==> src/rtl/video_to_fifo_ctrl_if.sv <==
// Bundles the video input, DDR write-FIFO and AXI burst-request signals of video_to_fifo_ctrl.
// The slave modport is the controller's view; the master modport is the surrounding system's view.
interface video_to_fifo_ctrl_if;
  logic         video_vs_in;
  logic         video_hs_in;
  logic         video_de_in;
  logic [23:0]  video_data_in;
  logic [127:0] fifo_data_out;
  logic         fifo_wr_en;
  logic         fifo_full;
  logic         AXI_FULL_BURST_VALID;
  logic         AXI_FULL_BURST_READY;
  logic         overflow;

  modport slave (
    input  video_vs_in, video_hs_in, video_de_in, video_data_in,
    input  fifo_full, AXI_FULL_BURST_READY,
    output fifo_data_out, fifo_wr_en, AXI_FULL_BURST_VALID, overflow
  );

  modport master (
    output video_vs_in, video_hs_in, video_de_in, video_data_in,
    output fifo_full, AXI_FULL_BURST_READY,
    input  fifo_data_out, fifo_wr_en, AXI_FULL_BURST_VALID, overflow
  );
endinterface

==> src/rtl/video_to_fifo_ctrl.sv <==
// Packs a 24-bit RGB stream into 128-bit DDR write-FIFO words and requests one AXI burst
// per BURST_WORDS written words. Define VIDEO_WR_LINE_FLUSH_EN to flush partial words at line end.
module video_to_fifo_ctrl #(
  parameter int BURST_WORDS = 16,
  parameter int PEND_W      = 4
) (
  input logic                 video_clk,
  input logic                 video_rst_n,
  video_to_fifo_ctrl_if.slave bus
);

  localparam int                WCNT_W    = $clog2(BURST_WORDS);
  localparam logic [WCNT_W-1:0] WCNT_LAST = WCNT_W'(BURST_WORDS - 1);
  localparam logic [PEND_W-1:0] PEND_MAX  = '1;

  typedef enum logic {WAIT_FRAME, ACTIVE} state_e;

  state_e            state_q, state_d;
  logic              vs_q, vsDly_q, de_q;
  logic [23:0]       pixel_q;
  logic [1:0]        laneCnt_q, laneCnt_d;
  logic [127:0]      pack_q, pack_d;
  logic              wordRdy_q, wordRdy_d;
  logic              wrPend_q;
  logic [127:0]      fifoData_q, fifoData_d;
  logic [WCNT_W-1:0] wordCnt_q, wordCnt_d;
  logic [PEND_W-1:0] pending_q, pending_d;
  logic              overflow_q, overflow_d;
  logic              frameStart, wrFire, burstValid, pendInc, pendDec;
  logic              unusedHs;
`ifdef VIDEO_WR_LINE_FLUSH_EN
  logic              deDly_q;
  logic              deFall;
`endif

  assign unusedHs   = bus.video_hs_in;
  assign frameStart = vsDly_q & ~vs_q;
  assign wrFire     = wrPend_q & ~bus.fifo_full;
  assign burstValid = (pending_q != '0);
  assign pendDec    = burstValid & bus.AXI_FULL_BURST_READY;
`ifdef VIDEO_WR_LINE_FLUSH_EN
  assign deFall     = deDly_q & ~de_q;
`endif

  always_ff @(posedge video_clk) begin
    if (!video_rst_n) begin
      state_q    <= WAIT_FRAME;
      vs_q       <= 1'b0;
      vsDly_q    <= 1'b0;
      de_q       <= 1'b0;
      pixel_q    <= '0;
      laneCnt_q  <= '0;
      pack_q     <= '0;
      wordRdy_q  <= 1'b0;
      wrPend_q   <= 1'b0;
      fifoData_q <= '0;
      wordCnt_q  <= '0;
      pending_q  <= '0;
      overflow_q <= 1'b0;
`ifdef VIDEO_WR_LINE_FLUSH_EN
      deDly_q    <= 1'b0;
`endif
    end else begin
      state_q    <= state_d;
      vs_q       <= bus.video_vs_in;
      vsDly_q    <= vs_q;
      de_q       <= bus.video_de_in;
      pixel_q    <= bus.video_data_in;
      laneCnt_q  <= laneCnt_d;
      pack_q     <= pack_d;
      wordRdy_q  <= wordRdy_d;
      wrPend_q   <= wordRdy_q;
      fifoData_q <= fifoData_d;
      wordCnt_q  <= wordCnt_d;
      pending_q  <= pending_d;
      overflow_q <= overflow_d;
`ifdef VIDEO_WR_LINE_FLUSH_EN
      deDly_q    <= de_q;
`endif
    end
  end

  always_comb begin
    state_d    = state_q;
    laneCnt_d  = laneCnt_q;
    pack_d     = pack_q;
    wordRdy_d  = 1'b0;
    fifoData_d = fifoData_q;
    wordCnt_d  = wordCnt_q;
    pending_d  = pending_q;
    overflow_d = overflow_q;
    pendInc    = 1'b0;

    // Frame start wins over a pixel or line end landing in the same cycle.
    case (state_q)
      WAIT_FRAME: begin
        if (frameStart) begin
          state_d   = ACTIVE;
          laneCnt_d = '0;
        end
      end
      ACTIVE: begin
        if (frameStart) begin
          laneCnt_d = '0;
        end else if (de_q) begin
          laneCnt_d = laneCnt_q + 2'd1;
          case (laneCnt_q)
            2'd0: pack_d = {8'h00, pixel_q, 96'h0};
            2'd1: pack_d[87:64] = pixel_q;
            2'd2: pack_d[55:32] = pixel_q;
            default: begin
              pack_d[23:0] = pixel_q;
              wordRdy_d    = 1'b1;
            end
          endcase
        end
`ifdef VIDEO_WR_LINE_FLUSH_EN
        else if (deFall && laneCnt_q != 2'd0) begin
          wordRdy_d = 1'b1;
          laneCnt_d = '0;
        end
`endif
      end
      default: state_d = WAIT_FRAME;
    endcase

    if (wordRdy_q) begin
      fifoData_d = pack_q;
    end

    // A dropped word does not count toward burst alignment.
    if (wrPend_q && bus.fifo_full) begin
      overflow_d = 1'b1;
    end
    if (wrFire) begin
      if (wordCnt_q == WCNT_LAST) begin
        wordCnt_d = '0;
        pendInc   = 1'b1;
      end else begin
        wordCnt_d = wordCnt_q + 1'b1;
      end
    end

    if (pendInc && !pendDec) begin
      if (pending_q == PEND_MAX) begin
        overflow_d = 1'b1;
      end else begin
        pending_d = pending_q + 1'b1;
      end
    end else if (!pendInc && pendDec) begin
      pending_d = pending_q - 1'b1;
    end
  end

  assign bus.fifo_data_out        = fifoData_q;
  assign bus.fifo_wr_en           = wrFire;
  assign bus.AXI_FULL_BURST_VALID = burstValid;
  assign bus.overflow             = overflow_q;

endmodule

==> src/flat_wrapper.sv <==
// flat-port wrapper written by rule: the top's interface ports become plain ports
module video_to_fifo_ctrl_flat 
#(
  parameter int BURST_WORDS = 16,
  parameter int PEND_W      = 4
)
  (video_clk, video_rst_n, bus_video_vs_in, bus_video_hs_in, bus_video_de_in, bus_video_data_in, bus_fifo_full, bus_AXI_FULL_BURST_READY, bus_fifo_data_out, bus_fifo_wr_en, bus_AXI_FULL_BURST_VALID, bus_overflow);
  video_to_fifo_ctrl_if bus_i ();
  input logic video_clk;
  input logic video_rst_n;
  input wire logic [$bits(bus_i.video_vs_in)-1:0] bus_video_vs_in;
  input wire logic [$bits(bus_i.video_hs_in)-1:0] bus_video_hs_in;
  input wire logic [$bits(bus_i.video_de_in)-1:0] bus_video_de_in;
  input wire logic [$bits(bus_i.video_data_in)-1:0] bus_video_data_in;
  input wire logic [$bits(bus_i.fifo_full)-1:0] bus_fifo_full;
  input wire logic [$bits(bus_i.AXI_FULL_BURST_READY)-1:0] bus_AXI_FULL_BURST_READY;
  output wire logic [$bits(bus_i.fifo_data_out)-1:0] bus_fifo_data_out;
  output wire logic [$bits(bus_i.fifo_wr_en)-1:0] bus_fifo_wr_en;
  output wire logic [$bits(bus_i.AXI_FULL_BURST_VALID)-1:0] bus_AXI_FULL_BURST_VALID;
  output wire logic [$bits(bus_i.overflow)-1:0] bus_overflow;
  assign bus_i.video_vs_in = bus_video_vs_in;
  assign bus_i.video_hs_in = bus_video_hs_in;
  assign bus_i.video_de_in = bus_video_de_in;
  assign bus_i.video_data_in = bus_video_data_in;
  assign bus_i.fifo_full = bus_fifo_full;
  assign bus_i.AXI_FULL_BURST_READY = bus_AXI_FULL_BURST_READY;
  assign bus_fifo_data_out = bus_i.fifo_data_out;
  assign bus_fifo_wr_en = bus_i.fifo_wr_en;
  assign bus_AXI_FULL_BURST_VALID = bus_i.AXI_FULL_BURST_VALID;
  assign bus_overflow = bus_i.overflow;
  video_to_fifo_ctrl #(.BURST_WORDS(BURST_WORDS), .PEND_W(PEND_W)) u_core (.video_clk(video_clk), .video_rst_n(video_rst_n), .bus(bus_i));
endmodule
==> config.mk <==
export PLATFORM = sky130hd
export DESIGN_NAME = video_to_fifo_ctrl_flat
export DESIGN_NICKNAME = d
export VERILOG_FILES = /design/src/rtl/video_to_fifo_ctrl_if.sv /design/src/rtl/video_to_fifo_ctrl.sv /design/src/flat_wrapper.sv
export SDC_FILE = /design/constraint.sdc
export NUM_CORES = 1
export LEC_CHECK = 0
export BUFFER_PORTS_ARGS = -buffer_cell sky130_fd_sc_hd__buf_2
export CAP_MARGIN = 20
export CORE_ASPECT_RATIO = 1.1
export CORE_MARGIN = 2
export CORE_UTILIZATION = 50
export DETAILED_ROUTE_END_ITERATION = 8
export PLACE_DENSITY = 0.79
export SYNTH_ARGS = -nofsm -noshare
export SYNTH_HDL_FRONTEND = slang
export SYNTH_SLANG_ARGS = --single-unit
==> constraint.sdc <==
create_clock -name video_clk -period 3.6 [get_ports video_clk]
set_input_delay 0.36 -clock video_clk [delete_from_list [all_inputs] [get_ports video_clk]]
set_output_delay 0.36 -clock video_clk [all_outputs]
set_load 0.1 [all_outputs]
==> results.tsv, run 1 <==
stage	metric	value	unit
synthesis	synthTopCellsByArea	dfxtp_1 55%, mux2i_1 12%, nor2_1 6.8%	
cells_and_area	fin_cells	1181	
synthesis	avgSynthCellArea	9.80	sq um
timing	rsz0062_at_grt	false	
power_and_ir_drop	irDropWorstVdd	0.395	mV
global_route	grt_first_pass_wirelength	28.3	mm
timing	period_needed	2.31	ns
timing	slew_violations	0	
timing	max_slew_margin	0.333	
synthesis	ys_seq_area_frac	0.554	
global_route	grt_pass1_vias	5623	
routing	ant_nets	0	
clock_network	ctsHoldBuffers	0	
clock_network	cts_max_level	1	
cells_and_area	multiInputGateArea	0.00336	sq mm
cells_and_area	drive_gt1_frac	0.185	
timing	post-route-period-util	0.643	
power_and_ir_drop	fin_total_pwr	5080	uW
clock_network	numCtsBuffers	23	
routing	drc	0	
timing	worstMarginPinSlew	1.00	ns
hold_path	worstHoldPathType	in -> reg	
routing	wl_per_cell	15.3	um
clock_network	cts_buffer_depth	3	
flow_run	maxCapViolCount	0	
routing	vias	6056	
placed_design	port_buffers	128	
timing	finalSetupViolations	0	
synthesis	netlist_area	0.00841	sq mm
placed_design	dpl.hpwl	11.7	mm
outcome	status	completed	
clock_network	worstSkewPairLatency	0.50	ns
power_and_ir_drop	power.density	523	mW/mm^2
timing	final_hold_viol_count	0	
floorplanning	die_y	140	um
synthesis	yosys.area.top_type	dfxtp_1	
routing	detail_route.vias_per_cell	5.13	
worst_setup_path	required	4.03	ns
global_route	antenna_found_initial	0	
synthesis	netlist.area_leader.share	0.554	
clock_network	cts_root_buf	clkbuf_16	
floorplanning	fp.dieW	128	um
placed_design	gp_congestion	0.809	
synthesis	ys_ff_latch	233	
cells_and_area	fillCellCount	1393	
global_route	grt_overflow_total	0	
timing	fmax	0.432	GHz
power_and_ir_drop	p_leak	0.00386	uW
floorplanning	rows	49	
floorplanning	ios	162	
floorplanning	start_util	0.512	
clock_network	clock-sinks	233	
routing	drt_iter0_markers	326	
placed_design	post-place-ws	1.33	ns
floorplanning	die_area	0.0179	sq mm
timing	finalClockSkew	0.00944	ns
timing	setup-tns-final	0	ns
worst_setup_path	start_kind	flop	
cells_and_area	fin_nets	1000	
synthesis	ys_warn_count	0	
cells_and_area	regArea	0.00467	sq mm
worst_setup_path	timing.critical_path.arrival	2.74	ns
cells_and_area	area_delta_synth_final	15.6	%
floorplanning	core	0.0164	sq mm
hold_path	min_path_cells	2	
clock_network	cts_tree	yes	
worst_setup_path	cp_max_fo	7	
clock_network	cts.clk_slew.worst_paths	0.06	ns
worst_setup_path	reg2reg_depth	7	
clock_network	cts_resized	0	
global_route	grt_max_degree	115	
worst_setup_path	worst_setup_path_end_kind	flop	
routing	drt-pass1-iter-count	5	
synthesis	ys_types	39	
worst_setup_path	path_class	reg -> reg	
cells_and_area	diodes	0	
clock_network	post-cts-setup-buffers	0	
placed_design	dp.cells	1140	
routing	postRouteWirelength	18.1	mm
timing	setup_ws	1.29	ns
global_route	grt.total_usage	0.193	
synthesis	synth_cells	859	
final timing paths:
| path | from | endpoint | slack (ns) |
|---|---|---|---|
| setup / recovery | u_core.pending_q[0] | u_core.pending_q[3] | 1.29 |
| hold / removal | bus_video_data_in[10] | u_core.pixel_q[10] | 0.07 |
| setup reg to reg | u_core.pending_q[0] | u_core.pending_q[3] | 1.29 |
| hold reg to reg | u_core.pack_q[20] | u_core.pack_q[20] | 0.45 |
through the flow:
| step | hold slack (ns) | utilization | area, sq um |
|---|---|---|---|
| 2_1_floorplan | 0.432 | - | 8530 |
| 3_3_place_gp | 0.438 | 0.549 | 9030 |
| 3_5_place_dp | 0.446 | 0.549 | 9030 |
| 4_1_cts | 0.0552 | 0.592 | 9730 |
| 5_1_grt | 0.0560 | 0.592 | 9730 |
| 6_report | 0.0680 | 0.592 | 9730 |
state kept, by name, summed over array words and instances (netlist names):
register and count:
u_core.bus.fifo_data_out 96, u_core.bus.overflow 1, u_core.de_q 1, u_core.laneCnt_q 2, u_core.pack_q 96, u_core.pending_q 4
u_core.pixel_q 24, u_core.state_q 1, u_core.vsDly_q 1, u_core.vs_q 1, u_core.wordCnt_q 4, u_core.wordRdy_q 1
u_core.wrPend_q 1
cell usage after synthesis:
master	instances
nand3b_1	24
a21o_2	1
ha_1	7
nand2_1	81
inv_1	2
buf_1	1
o21a_1	1
and2_1	29
nand2b_1	2
fa_1	1
o211ai_1	2
xor2_1	3
o41ai_4	1
clkbuf_1	41
or3_1	1
mux2i_1	99
buf_6	1
a21oi_1	53
buf_4	32
or3b_1	2
dfxtp_1	233
and3_1	3
o21a_2	1
nor3_1	2
or4_2	1
a22oi_1	48
nor3_2	1
a31oi_2	1
nor2_1	153
o21ai_0	2
inv_2	1
nand4_1	2
xnor2_1	2
buf_2	17
and3b_1	1
nand3_1	3
conb_1	1
and4b_1	1
nor2b_1	2
cell type report:
class / count / area share
Timing Repair Buffer: 138 / 0.0748
Sequential cell: 233 / 0.480
Multi-Input combinational cell: 562 / 0.345
Tap cell: 204 / 0.0262
Clock inverter: 8 / 0.00489
Clock buffer: 33 / 0.0671
Inverter: 3 / 0.00167
report_power, final:
part	total, uW	internal, uW	switching, uW	leakage (uW)
Combinational	235	29.2	206	0.00163
Sequential	2620	2600	28.2	0.00188
Clock	2230	1270	961	0.000348
layer usage:
metal	up-vias	wire length [um]	global-route usage
met5	-	0	0
met4	0	267	0.0463
met3	24	1070	0.0340
met2	164	8310	0.312
met1	2856	8470	0.269
li1	3012	-	-
layout by cell type (no fill, tap or decap), types with 7 or more instances in the layout:
cell / count
nand3b_1: 24
a22oi_1: 48
and2_1: 29
ha_1: 7
nand2_1: 81
buf_4: 9
nor2_1: 153
clkbuf_16: 23
a21oi_1: 53
dfxtp_1: 232
mux2i_1: 99
buf_2: 128
conb_1: 32
critical path, stage by stage (launching register included):
cell and delay (ns):
dfxtp_1 0.40, o41ai_4 0.43, nand4_1 0.28, ha_1 0.35
a21o_2 0.20, a21oi_1 0.16, mux2i_1 0.23, mux2i_1 0.19
cells by family (layout without fill, tap and decap cells):
group	Yosys count	after routing	synth area share
flops	233	233	0.554
compound gates	110	110	0.0851
xor+xnor	5	5	0.00521
fa+ha+maj	8	8	0.0128
simple gates	308	308	0.164
mux	99	99	0.118
buf+inv	95	182	0.0601
other cells	1	32	0.000446
No activity file was read; power rests on OpenSTA's default activity.
==> run 2: changes to the inputs <==
==> constraint.sdc (replaced) <==
create_clock -name video_clk -period 2.2 [get_ports video_clk]
set_input_delay 0.22 -clock video_clk [delete_from_list [all_inputs] [get_ports video_clk]]
set_output_delay 0.22 -clock video_clk [all_outputs]
set_load 0.1 [all_outputs]
==> run 2 against run 1 <==
Sequential share of layout area down 1.8 points; via count rose by 3.0%; core utilization increased by 2.4 points.
==> results.tsv, run 2 (same netlist as run 1, synthesis figures left out) <==
stage	metric	value	unit	change
outcome	status	completed		
placed_design	gp_congestion	0.785		-3.0%
worst_setup_path	required	1.98	ns	-2.05 ns
worst_setup_path	cp_max_fo	6		-1
hold_path	worstHoldPathType	in -> reg		
cells_and_area	fin_nets	1038		+3.8%
clock_network	worstSkewPairLatency	0.50	ns	about the same
timing	setup-tns-final	0	ns	unchanged
timing	final_hold_viol_count	0		unchanged
timing	finalSetupViolations	0		unchanged
timing	slew_violations	0		unchanged
worst_setup_path	path_class	reg -> out		
clock_network	cts_tree	yes		
floorplanning	fp.dieW	128	um	unchanged
routing	drt_iter0_markers	393		+21%
cells_and_area	most-common-layout-cells	230 x dfxtp_1, 153 x nor2_1, 127 x buf_2		
global_route	grt_first_pass_wirelength	30.6	mm	+8.0%
timing	period_needed	2.16	ns	
power_and_ir_drop	power.density	823	mW/mm^2	+57%
floorplanning	core	0.0164	sq mm	unchanged
routing	postRouteWirelength	18.9	mm	+4.2%
clock_network	cts_max_level	1		unchanged
routing	wl_per_cell	15.5	um	+1.2%
floorplanning	die_y	140	um	unchanged
global_route	grt_max_degree	71		-38%
worst_setup_path	start_kind	flop		
floorplanning	ios	162		unchanged
timing	max_slew_margin	0.332		-0.000708
worst_setup_path	timing.critical_path.arrival	1.94	ns	-0.80 ns
power_and_ir_drop	p_leak	0.00403	uW	+4.5%
cells_and_area	final_core_util	0.616		+0.0241
worst_setup_path	slowest_delay	0.67	ns	+0.24 ns
timing	rsz0062_at_grt	true		
power_and_ir_drop	irDropWorstVdd	0.620	mV	+57%
floorplanning	start_util	0.512		unchanged
clock_network	cts.clk_slew.worst_paths	0.06	ns	about the same
routing	detail_route.vias_per_cell	5.13		+0.14%
worst_setup_path	path_cells	buf_4 > or4_2 > buf_4		
placed_design	port_buffers	128		unchanged
timing	worstMarginPinSlew	1.00	ns	+0.00106 ns
worst_setup_path	cp_common_cell	buf_4		
routing	drc	0		unchanged
clock_network	cts_root_buf	clkbuf_16		
cells_and_area	area_delta_synth_final	20.3	%	
clock_network	numCtsBuffers	23		unchanged
worst_setup_path	slowest_stage	or4_2		
clock_network	cts_buffer_depth	3		unchanged
global_route	grt_pass1_vias	6104		+8.6%
cells_and_area	fillCellCount	1347		-3.3%
routing	drt-pass1-iter-count	4		-1
flow_run	maxCapViolCount	0		unchanged
timing	post-route-period-util	0.983		
routing	ant_nets	0		unchanged
global_route	grt.total_usage	0.207		+0.0146
placed_design	dpl.hpwl	12.1	mm	+4.0%
routing	vias	6239		+3.0%
floorplanning	die_area	0.0179	sq mm	unchanged
worst_setup_path	worst_setup_path_end_kind	output port		
global_route	grt_overflow_total	0		unchanged
power_and_ir_drop	fin_total_pwr	8330	uW	+64%
timing	fmax	0.463	GHz	
floorplanning	rows	49		unchanged
cells_and_area	final_common_cell	dfxtp_1		
cells_and_area	drive_gt1_frac	0.191		+0.00564
clock_network	clock-sinks	233		unchanged
timing	finalClockSkew	0.0108	ns	+0.00133 ns
global_route	antenna_found_initial	0		unchanged
cells_and_area	diodes	0		unchanged
## run 2: cell count changes in the layout (fill, tap and decap cells not counted), sizes merged
cell         previous run  this run
inv                     5         4
buf                   138       150
dlygate4sd3             0        26
clkbuf                 33        34
clkinv                  5         2
clkinvlp                1         0
## run 2: final timing paths
kind                                                 end  cells past startpoint                 from  slack [ns]
worst max-delay path            bus_AXI_FULL_BURST_VALID                      3  u_core.pending_q[0]        0.04
worst min-delay path                 u_core.wordCnt_q[0]                      4        bus_fifo_full        0.09
worst max register to register       u_core.pending_q[3]                      7  u_core.pending_q[3]        0.07
worst min register to register          u_core.pack_q[4]                      2     u_core.pack_q[4]        0.45
## run 2: critical path: cells and delay by family, from the launching register on
family	cells	cell delay, ns
and+or+nand+nor	1	0.67
DFF	1	0.34
buffers and inverters	2	0.43
## run 2: final cells by class
cell class / instances / area [sq um] / share of cell area
inverters: 3 / 16.3 / 0.00161
clock inverters: 3 / 16.3 / 0.00161
well taps: 204 / 255 / 0.0252
multi-input cells: 562 / 3370 / 0.333
repair buffers: 176 / 1130 / 0.112
clock buffers: 34 / 667 / 0.0659
flip-flops and latches: 233 / 4670 / 0.462
## run 2: timing repair
item / CTS / global route
hold endpoints to repair: 26 / 0
gates cloned: 0 / 0
resized for setup: 0 / 6
buffers inserted: 1 / 0
hold buffers: 26 / 0
endpoints found under the setup margin: 1 / 2
pin swaps: 1 / 5
## run 2: report_power, final
| part | switching (uW) | leakage, uW | internal, uW |
|---|---|---|---|
| combinational | 348 | 0.00181 | 88.3 |
| clock | 1520 | 0.000339 | 2080 |
| sequential | 44.8 | 0.00189 | 4250 |
## run 2: per-layer routing
metal	GRT usage	share of wire	wire (um)	up-vias
met1	0.276	0.45	8500	2951
met3	0.0390	0.054	1020	43
met5	0	0	0	-
met4	0.0590	0.022	416	0
met2	0.345	0.47	8930	151
li1	-	-	-	3094
## run 2: metrics by stage
step | cell area (sq um) | setup slack [ns] | cells | hold slack, ns
3_5_place_dp | 9160 | -0.00987 | 1151 | 0.429
6_report | 10100 | 0.0379 | 1215 | 0.0856
3_3_place_gp | 9160 | 0.112 | 1151 | 0.429
5_1_grt | 10100 | -0.00342 | 1215 | 0.123
4_1_cts | 10100 | 0.0104 | 1215 | 0.0760
2_1_floorplan | 8530 | 0.0846 | 890 | 0.347
==> run 3: changes to the inputs <==
--- a/config.mk
+++ b/config.mk
@@ -7,11 +7,13 @@
 export LEC_CHECK = 0
 export BUFFER_PORTS_ARGS = -buffer_cell sky130_fd_sc_hd__buf_2
 export CAP_MARGIN = 20
+export CELL_PAD_IN_SITES_DETAIL_PLACEMENT = 1
+export CELL_PAD_IN_SITES_GLOBAL_PLACEMENT = 1
 export CORE_ASPECT_RATIO = 1.1
 export CORE_MARGIN = 2
-export CORE_UTILIZATION = 50
+export CORE_UTILIZATION = 42
 export DETAILED_ROUTE_END_ITERATION = 8
-export PLACE_DENSITY = 0.79
+export PLACE_DENSITY = 0.85
 export SYNTH_ARGS = -nofsm -noshare
 export SYNTH_HDL_FRONTEND = slang
 export SYNTH_SLANG_ARGS = --single-unit
==> run 3 against run 2 <==
Sequential power about the same; core utilization is 8.9 points lower; clock-buffer cell count shrank 4; flip-flop and latch count is the same; wire length grew 23%; hold slack gained 0.0053 ns; combinational power rose by 3%; design area up 2.8%; first-iteration DRC count is 35% lower.
==> results.tsv, run 3 (same netlist as run 1, synthesis figures left out) <==
stage	metric	value	unit	change
outcome	status	completed		
clock_network	cts_buffer_depth	3		unchanged
timing	finalClockSkew	0.0197	ns	+0.00895 ns
timing	final_hold_viol_count	0		unchanged
clock_network	cts_tree	yes		
timing	slew_violations	0		unchanged
timing	setup-tns-final	0	ns	unchanged
clock_network	cts.clk_slew.worst_paths	0.06	ns	about the same
global_route	grt_overflow_total	0		unchanged
global_route	grt_pass1_vias	6804		+11%
placed_design	gp_congestion	0.739		-5.7%
cells_and_area	diodes	0		unchanged
routing	postRouteWirelength	23.1	mm	+23%
cells_and_area	fin_nets	1043		+0.48%
cells_and_area	fin_cells	1274		+4.9%
cells_and_area	final_core_util	0.528		-0.0886
worst_setup_path	start_kind	flop		
floorplanning	start_util	0.426		-0.0856
power_and_ir_drop	p_sw	2150	uW	+12%
placed_design	dpl.hpwl	14.7	mm	+21%
clock_network	cts_max_level	1		unchanged
floorplanning	die_y	152	um	+8.9%
worst_setup_path	worstReg2RegStart	u_core.pending_q[3]		
worst_setup_path	r2r_end	u_core.pending_q[3]		
worst_setup_path	endpoint	u_core.pending_q[3]		
power_and_ir_drop	irDropWorstVdd	0.546	mV	-12%
hold_path	worstHoldPathType	in -> reg		
worst_setup_path	required	2.64	ns	+0.66 ns
power_and_ir_drop	p_leak	0.00413	uW	+2.5%
power_and_ir_drop	comb_power_share	0.050		-0.002
worst_setup_path	path_class	reg -> reg		
cells_and_area	drive_gt1_frac	0.205		+0.0136
flow_run	maxCapViolCount	0		unchanged
timing	period_needed	2.18	ns	+0.0167 ns
worst_setup_path	slowest_delay	0.38	ns	-0.29 ns
floorplanning	fp.dieW	139	um	+8.8%
timing	max_slew_margin	0.647		+0.315
placed_design	dp.cells	1200		+4.3%
power_and_ir_drop	clockPowerShare	0.475		+0.043
worst_setup_path	timing.critical_path.arrival	2.61	ns	+0.67 ns
timing	fmax	0.459	GHz	-0.76%
clock_network	cts_root_buf	clkbuf_16		
clock_network	clock-sinks	233		unchanged
worst_setup_path	path_buf_inv	0		-2
timing	rsz0062_at_grt	true		
power_and_ir_drop	intPower	6890	uW	+7.4%
clock_network	worstSkewPairLatency	0.52	ns	+0.02 ns
timing	post-route-period-util	0.990		+0.00757
worst_setup_path	cp_common_cell	mux2i_1		
worst_setup_path	reg2reg_depth	7		unchanged
worst_setup_path	worst_setup_path_end_kind	flop		
floorplanning	rows	54		+10%
floorplanning	die_area	0.0212	sq mm	+18%
power_and_ir_drop	swShare	0.238		+0.00742
cells_and_area	most-common-layout-cells	230 x dfxtp_1, 153 x nor2_1, 127 x buf_2		
worst_setup_path	path_cells	o41ai_4 > nand4_1 > ha_1 > a21o_2 > a21oi_2 > mux2i_1 > mux2i_1		
power_and_ir_drop	power.density	868	mW/mm^2	+5.5%
worst_setup_path	startpoint	u_core.pending_q[3]		
worst_setup_path	rrSetupSlack	0.02	ns	-0.05 ns
global_route	grt_first_pass_wirelength	36.6	mm	+20%
timing	worstMarginPinSlew	0.533	ns	-0.469 ns
worst_setup_path	path_depth	7		+4
cells_and_area	area_delta_synth_final	23.7	%	
routing	drt-pass1-iter-count	4		unchanged
global_route	grt_max_degree	63		-11%
worst_setup_path	slowest_stage	o41ai_4		
timing	finalSetupViolations	0		unchanged
global_route	grt.total_usage	0.213		+0.00528
worst_setup_path	crit_family	compound AO/OA/AOI/OAI gates		
routing	wl_per_cell	18.1	um	+17%
routing	drc	0		unchanged
placed_design	port_buffers	128		unchanged
routing	drt_iter0_markers	254		-35%
clock_network	numCtsBuffers	25		+8.7%
floorplanning	core	0.0197	sq mm	+20%
power_and_ir_drop	p_seq_frac	0.475		-0.040
routing	detail_route.vias_per_cell	5.10		-0.64%
floorplanning	ios	162		unchanged
worst_setup_path	cp_max_fo	5		-1
routing	vias	6500		+4.2%
routing	ant_nets	0		unchanged
global_route	antenna_found_initial	0		unchanged
cells_and_area	final_common_cell	dfxtp_1		
run 3: worst reg2reg max path, delay by kind of cell, from the launching register on:
family	cells	cell delay, ns
AND/OR/NAND/NOR	1	0.20
adder cells (fa/ha/maj)	1	0.35
flip-flops	1	0.36
multiplexers	2	0.45
AO/OA/AOI/OAI	3	0.73
run 3: metal layers:
layer,global-route usage,vias up,part of all wire
li1,-,3099,-
met1,0.241,3182,0.39
met2,0.409,179,0.54
met3,0.0355,40,0.052
met4,0.0577,0,0.021
met5,0,-,0
run 3: worst min path at each step:
stage	from	to	cells past startpoint	slack, ns
floorplan	bus_video_de_in	u_core.de_q	1	0.35
global placement	bus_video_data_in[20]	u_core.pixel_q[20]	2	0.43
detailed placement	bus_video_data_in[19]	u_core.pixel_q[19]	2	0.43
CTS	bus_fifo_full	u_core.wordCnt_q[0]	4	0.08
global route	bus_fifo_full	u_core.wordCnt_q[0]	4	0.12
finish	bus_fifo_full	u_core.wordCnt_q[0]	4	0.09
run 3: layout make-up:
type	count	area, sq um
clock inverter	15	170
clock buffer	30	674
tap	252	315
timing repair buffer	179	1180
inverter	3	16.3
multi-input combinational	562	3380
fill	2213	9320
sequential	233	4670
run 3: timing repair:
item,4_1_cts,5_1_grt
hold endpoints to repair,26,0
endpoints found under the setup margin,2,2
gates resized for setup,1,6
pin swaps,1,6
gates cloned,0,0
buffers inserted,1,2
hold buffers,26,0
run 3: metrics by stage:
step                cell area [sq um]  power, uW  worst slack [ns]  hold WS [ns]
finish                          10400       9040            0.0212        0.0909
global route                    10400       9310            -0.103         0.118
CTS                             10400       9100          -0.00410        0.0817
detailed placement               9260       4800            0.0434         0.433
global placement                 9260       4790            0.0829         0.432
floorplan                        8530       4740            0.0846         0.347
run 3: power by group through the flow:
stage | combinational, uW | clock, uW | sequential (uW)
after floorplan | 376 | 0 | 4360
after global placement | 402 | 0 | 4390
after detailed placement | 406 | 0 | 4390
after CTS | 444 | 4360 | 4300
after global routing | 468 | 4550 | 4290
final | 448 | 4290 | 4290
